--- src/rtl/byte_cpu_pkg.sv ---
// Shared definitions for the byte processor: opcodes, instruction field
// positions and default widths.
package byte_cpu_pkg;

  localparam int DW_DEF    = 8;
  localparam int AW_DEF    = 3;
  localparam int NREGS_DEF = 8;

  localparam logic [1:0] OP_AND  = 2'b00;
  localparam logic [1:0] OP_XOR  = 2'b01;
  localparam logic [1:0] OP_BUFF = 2'b10;
  localparam logic [1:0] OP_LDI  = 2'b11;

  // Instruction layout: [15:14] op, [13:11] rd, [10:8] rs1, [7:5] rs2, [7:0] imm8
  localparam int OP_LSB  = 14;
  localparam int RD_LSB  = 11;
  localparam int RS1_LSB = 8;
  localparam int RS2_LSB = 5;
  localparam int IMM_LSB = 0;

endpackage

--- src/rtl/byte_regfile.sv ---
// NREGS x DW register file: two asynchronous read ports, one synchronous
// write port, synchronous reset to zero. Reads see the old value on a write.
module byte_regfile
  import byte_cpu_pkg::*;
#(
  parameter int NREGS = NREGS_DEF,
  parameter int AW    = AW_DEF,
  parameter int DW    = DW_DEF
) (
  input  logic          clk,
  input  logic          rst,
  input  logic [AW-1:0] raddr_a,
  output logic [DW-1:0] rdata_a,
  input  logic [AW-1:0] raddr_b,
  output logic [DW-1:0] rdata_b,
  input  logic          we,
  input  logic [AW-1:0] waddr,
  input  logic [DW-1:0] wdata
);

  logic [DW-1:0] mem [NREGS];

  always_ff @(posedge clk) begin
    if (rst) begin
      for (int i = 0; i < NREGS; i++) mem[i] <= '0;
    end else if (we) begin
      mem[waddr] <= wdata;
    end
  end

  assign rdata_a = mem[raddr_a];
  assign rdata_b = mem[raddr_b];

endmodule

--- src/rtl/byte_operand_stage.sv ---
// Operand-fetch/issue stage: decode, regfile read, RAW scoreboard and a
// valid/ready output register. Optional forwarding: BYTE_OPERAND_STAGE_BYPASS_EN.
//
// Handshake: a transfer happens on any rising edge where valid and ready are
// both high; once valid is raised the payload stays stable until that edge.
module byte_operand_stage
  import byte_cpu_pkg::*;
#(
  parameter int NREGS = NREGS_DEF,
  parameter int AW    = AW_DEF,
  parameter int DW    = DW_DEF
) (
  input  logic          clk,
  input  logic          rst,
  input  logic          in_valid,
  output logic          in_ready,
  input  logic [15:0]   in_instr,
  output logic          out_valid,
  input  logic          out_ready,
  output logic [1:0]    out_op,
  output logic [AW-1:0] out_rd,
  output logic [DW-1:0] out_a,
  output logic [DW-1:0] out_b,
  input  logic          wb_en,
  input  logic [AW-1:0] wb_addr,
  input  logic [DW-1:0] wb_data
);

  logic [1:0]       dec_op;
  logic [AW-1:0]    dec_rd, dec_rs1, dec_rs2;
  logic [DW-1:0]    dec_imm;
  logic             uses_rs1, uses_rs2;
  logic [DW-1:0]    rf_a, rf_b, val_a, val_b;
  logic             pend_rs1, pend_rs2;
  logic             hazard, accept;
  logic [NREGS-1:0] pending, pending_nxt;

  assign dec_op   = in_instr[OP_LSB +: 2];
  assign dec_rd   = in_instr[RD_LSB +: AW];
  assign dec_rs1  = in_instr[RS1_LSB +: AW];
  assign dec_rs2  = in_instr[RS2_LSB +: AW];
  assign dec_imm  = in_instr[IMM_LSB +: DW];
  assign uses_rs1 = (dec_op != OP_LDI);
  assign uses_rs2 = (dec_op == OP_AND) || (dec_op == OP_XOR);

  byte_regfile #(.NREGS(NREGS), .AW(AW), .DW(DW)) u_regfile (
    .clk     (clk),
    .rst     (rst),
    .raddr_a (dec_rs1),
    .rdata_a (rf_a),
    .raddr_b (dec_rs2),
    .rdata_b (rf_b),
    .we      (wb_en),
    .waddr   (wb_addr),
    .wdata   (wb_data)
  );

`ifdef BYTE_OPERAND_STAGE_BYPASS_EN
  // A same-cycle writeback both supplies the data and retires the hazard.
  logic byp_a, byp_b;
  assign byp_a    = wb_en && (wb_addr == dec_rs1);
  assign byp_b    = wb_en && (wb_addr == dec_rs2);
  assign val_a    = byp_a ? wb_data : rf_a;
  assign val_b    = byp_b ? wb_data : rf_b;
  assign pend_rs1 = pending[dec_rs1] && !byp_a;
  assign pend_rs2 = pending[dec_rs2] && !byp_b;
`else
  assign val_a    = rf_a;
  assign val_b    = rf_b;
  assign pend_rs1 = pending[dec_rs1];
  assign pend_rs2 = pending[dec_rs2];
`endif

  assign hazard   = (uses_rs1 && pend_rs1) || (uses_rs2 && pend_rs2);
  assign in_ready = (!out_valid || out_ready) && !hazard;
  assign accept   = in_valid && in_ready;

  // Set after clear so an issue to the register being written back stays pending.
  always_comb begin
    pending_nxt = pending;
    if (wb_en)  pending_nxt[wb_addr] = 1'b0;
    if (accept) pending_nxt[dec_rd]  = 1'b1;
  end

  always_ff @(posedge clk) begin
    if (rst) begin
      pending   <= '0;
      out_valid <= 1'b0;
      out_op    <= '0;
      out_rd    <= '0;
      out_a     <= '0;
      out_b     <= '0;
    end else begin
      pending <= pending_nxt;
      if (accept) begin
        out_valid <= 1'b1;
        out_op    <= dec_op;
        out_rd    <= dec_rd;
        out_a     <= (dec_op == OP_LDI) ? dec_imm : val_a;
        out_b     <= uses_rs2 ? val_b : '0;
      end else if (out_ready) begin
        out_valid <= 1'b0;
      end
    end
  end

endmodule

--- config.mk ---
export PLATFORM = sky130hd
export DESIGN_NAME = byte_operand_stage
export DESIGN_NICKNAME = d
export VERILOG_FILES = /design/src/rtl/byte_cpu_pkg.sv /design/src/rtl/byte_regfile.sv /design/src/rtl/byte_operand_stage.sv
export SDC_FILE = /design/constraint.sdc
export NUM_CORES = 1
export LEC_CHECK = 0
export CAP_MARGIN = 10
export CORE_MARGIN = 4
export CORE_UTILIZATION = 57
export DETAILED_ROUTE_END_ITERATION = 10
export MAX_ROUTING_LAYER = met4
export PLACE_DENSITY_LB_ADDON = 0.25
export SYNTH_ARGS = -nofsm -noshare
export SYNTH_HDL_FRONTEND = slang
export SYNTH_SLANG_ARGS = --single-unit
--- constraint.sdc ---
create_clock -name clk -period 2.5 [get_ports clk]
set_input_delay 0.375 -clock clk [delete_from_list [all_inputs] [get_ports clk]]
set_output_delay 0.375 -clock clk [all_outputs]
set_load 0.01 [all_outputs]
==> impl_metrics.json <==
{
  "status": "finished clean",
  "ioPinCount": 55,
  "clockRootBuffer": "clkbuf_8",
  "detail_route.first_pass.iterations": 4,
  "cts_buffers": 9,
  "setup_viol": 0,
  "hold_depth": 2,
  "synth_edf_count": 64,
  "postSynthAreaPerCell_um2": 12.9,
  "met2_usage_pct": 37.4,
  "yosys_warnings": 0,
  "nFillCells": 598,
  "initial_utilization_pct": 59.3,
  "clk_transition_reported_paths_ns": 0.09,
  "cpMaxStageDelayCell": "clkdlybuf4s50_1",
  "max_freq_mhz": 422,
  "syn-cell-area_um2": 4950,
  "cp.depth": 6,
  "end_kind": "primary output",
  "wl_per_cell_um": 20.2,
  "crit_family": "buffers and inverters",
  "core_area_um2": 8340,
  "peakVddDrop_v": 0.000373,
  "clock_sink_count": 94,
  "met3_usage_pct": 5.79,
  "ys_seq_area_share_pct": 51.0,
  "grt_util_met1_pct": 32.2,
  "vias_per_cell": 6.04,
  "path_max_fanout": 2,
  "fin_crit_ns": 2.37,
  "fin_nets": 488,
  "htree_num_levels": 3,
  "ys.flop_type": "edfxtp_1",
  "cp.required_ns": 2.12,
  "r2r_cells": 6,
  "drtAntennaViolNets": 0,
  "syn_nets": 416,
  "drc_errors": 0,
  "clk_latency_ns": 0.35,
  "hp-class": "flip-flop to flip-flop",
  "busiest_layer": "met2",
  "drv_slew": 0,
  "chipWidth_um": 101,
  "hpwl_um": 8480,
  "crit_type": "input port to primary output",
  "crit_chain": "clkdlybuf4s50_1 -> mux4_2 -> nand2b_4 -> nand3_2 -> and3_1 -> dlygate4sd2_1",
  "yosysUniqueCellTypes": 43,
  "tightestPinTransition_ns": 1.02,
  "layout_worst_path_cycle_share_pct": 94.7,
  "ys_ff_latch": 94,
  "die_area_um2": 10200,
  "skew_ns": 0.00767,
  "hold_viol": 0,
  "p_per_area_nw_per_um2": 589,
  "max_slew_margin_pct": 31.5,
  "rsz0062_at_grt": "no",
  "antenna_found_initial": 0,
  "rows": 33,
  "cts_tree": "done",
  "cts.path.max_buffers": 2,
  "diodes": 0,
  "synthCells": 384,
  "hold_slack_ns": 0.461,
  "grt_overflow": 0,
  "crit_arrival_ns": 1.99,
  "grt_pass1_vias": 3374,
  "place.gp.congestion": 0.907,
  "final_util_pct": 71.2,
  "drt-total-wl_um": 11400,
  "die_h_um": 101,
  "cts_setup_buffers": 0,
  "grt_max_degree": 33,
  "grt_usage_pct": 24.1,
  "drtIter0Drc": 244,
  "critPathBufInv": 2,
  "vias": 3418,
  "io_buffers": 54,
  "power_leakage_nw": 2.20,
  "worstSetupStartpointType": "input port",
  "critical_path.max_stage_delay_ns": 0.50,
  "synthArstFlopShare_pct": 0,
  "grt_pass1_wl_um": 17800,
  "syn_to_final_growth_pct": 20.1,
  "drv_cap": 0,
  "finalPower_mw": 3.50,
  "drive_gt1_share_pct": 19.7
}
metal layers:
layer / vias up / wire [µm]
li1: 1602 / -
met4: 0 / 129
met1: 1673 / 4730
met2: 130 / 5600
met5: - / 0
met3: 13 / 981
cells in the final DEF (no fill, tap or decap), types with 2 or more instances in the layout:
| master | n |
|---|---|
| a21oi_1 | 8 |
| a2bb2o_1 | 3 |
| a31o_1 | 7 |
| a31oi_1 | 2 |
| a32o_1 | 4 |
| and2_1 | 64 |
| and3_1 | 3 |
| and4_1 | 2 |
| buf_12 | 3 |
| buf_4 | 28 |
| bufinv_16 | 2 |
| clkbuf_8 | 9 |
| clkdlybuf4s50_1 | 52 |
| clkinv_4 | 2 |
| dfxtp_1 | 30 |
| edfxtp_1 | 64 |
| inv_1 | 11 |
| mux2_2 | 8 |
| mux2i_1 | 20 |
| mux4_2 | 33 |
| nand2_1 | 34 |
| nand2b_1 | 3 |
| nand3_1 | 3 |
| nand3_2 | 2 |
| nand4_1 | 5 |
| nor2_1 | 11 |
| nor2b_1 | 5 |
| nor3_1 | 3 |
| nor4_1 | 9 |
| nor4b_1 | 2 |
| o211ai_1 | 9 |
| o21ai_0 | 3 |
| o31ai_1 | 4 |
where the power goes:
group	internal [mW]	switching [mW]	leakage, nW
combinational	0.310	0.278	1.23
sequential	1.76	0.0509	0.863
clock	0.563	0.532	0.108
path summary, 6_finish.rpt:
path | startpoint | end | slack (ns)
setup reg to reg | pending[7] | pending[1] | 0.60
hold reg to reg | out_a[4] | out_a[4] | 0.46
hold / removal | out_a[4] | out_a[4] | 0.46
setup / recovery | in_instr[5] | in_ready | 0.13
worst min-delay path: stages (launching register included):
cell	delay [ns]
dfxtp_1	0.32
nand2_1	0.05
mux2i_1	0.05
metrics by stage:
| step | worst slack (ns) | std cells | setup TNS [ns] | cell area (µm²) |
|---|---|---|---|---|
| 2_1_floorplan | 0.641 | 384 | 0 | 4950 |
| 3_3_place_gp | -0.146 | 550 | -0.146 | 5720 |
| 3_5_place_dp | -0.153 | 550 | -0.172 | 5720 |
| 4_1_cts | 0.0720 | 566 | 0 | 5940 |
| 5_1_grt | 0.0463 | 566 | 0 | 5940 |
| 6_report | 0.131 | 566 | 0 | 5940 |
registers in the layout, indices dropped and copies added, names as in the netlist:
| signal | flops |
|---|---|
| out_a | 8 |
| out_b | 8 |
| out_op | 2 |
| out_rd | 3 |
| out_valid | 1 |
| pending | 8 |
| u_regfile.mem | 64 |
timing repair:
action / in CTS / in global routing
resized for setup: 1 / 1
endpoints found under the setup margin: 1 / 1
hold buffers: 0 / 0
cell type report:
cell class	count	area, µm²	area share (%)
Sequential cell	94	2520	42.5
Multi-Input combinational cell	255	2220	37.3
Timing Repair Buffer	85	812	13.7
Tap cell	105	131	2.21
Clock buffer	10	128	2.15
Clock inverter	6	86.3	1.45
Inverter	11	41.3	0.695
cell families (layout without fill, tap and decap cells):
| kind of cell | after synthesis | in the layout | synth area share [%] |
|---|---|---|---|
| mux | 61 | 61 | 20.9 |
| simple gates | 150 | 150 | 17.3 |
| buf+inv | 35 | 112 | 4.17 |
| compound gates | 44 | 44 | 6.68 |
| flops | 94 | 94 | 51.0 |
cell usage after synthesis, drive strengths merged (8+ instances only):
cell	instances	area (µm²)
nand2	34	128
a31o	8	70.1
buf	16	120
a21oi	8	40.0
edfxtp	64	1920
dfxtp	30	601
nor4	9	56.3
nor2	11	41.3
mux2i	20	200
mux4	33	743
o211ai	9	67.6
mux2	8	90.1
inv	11	41.3
and2	64	400
Power figures use the tool's default switching activity.
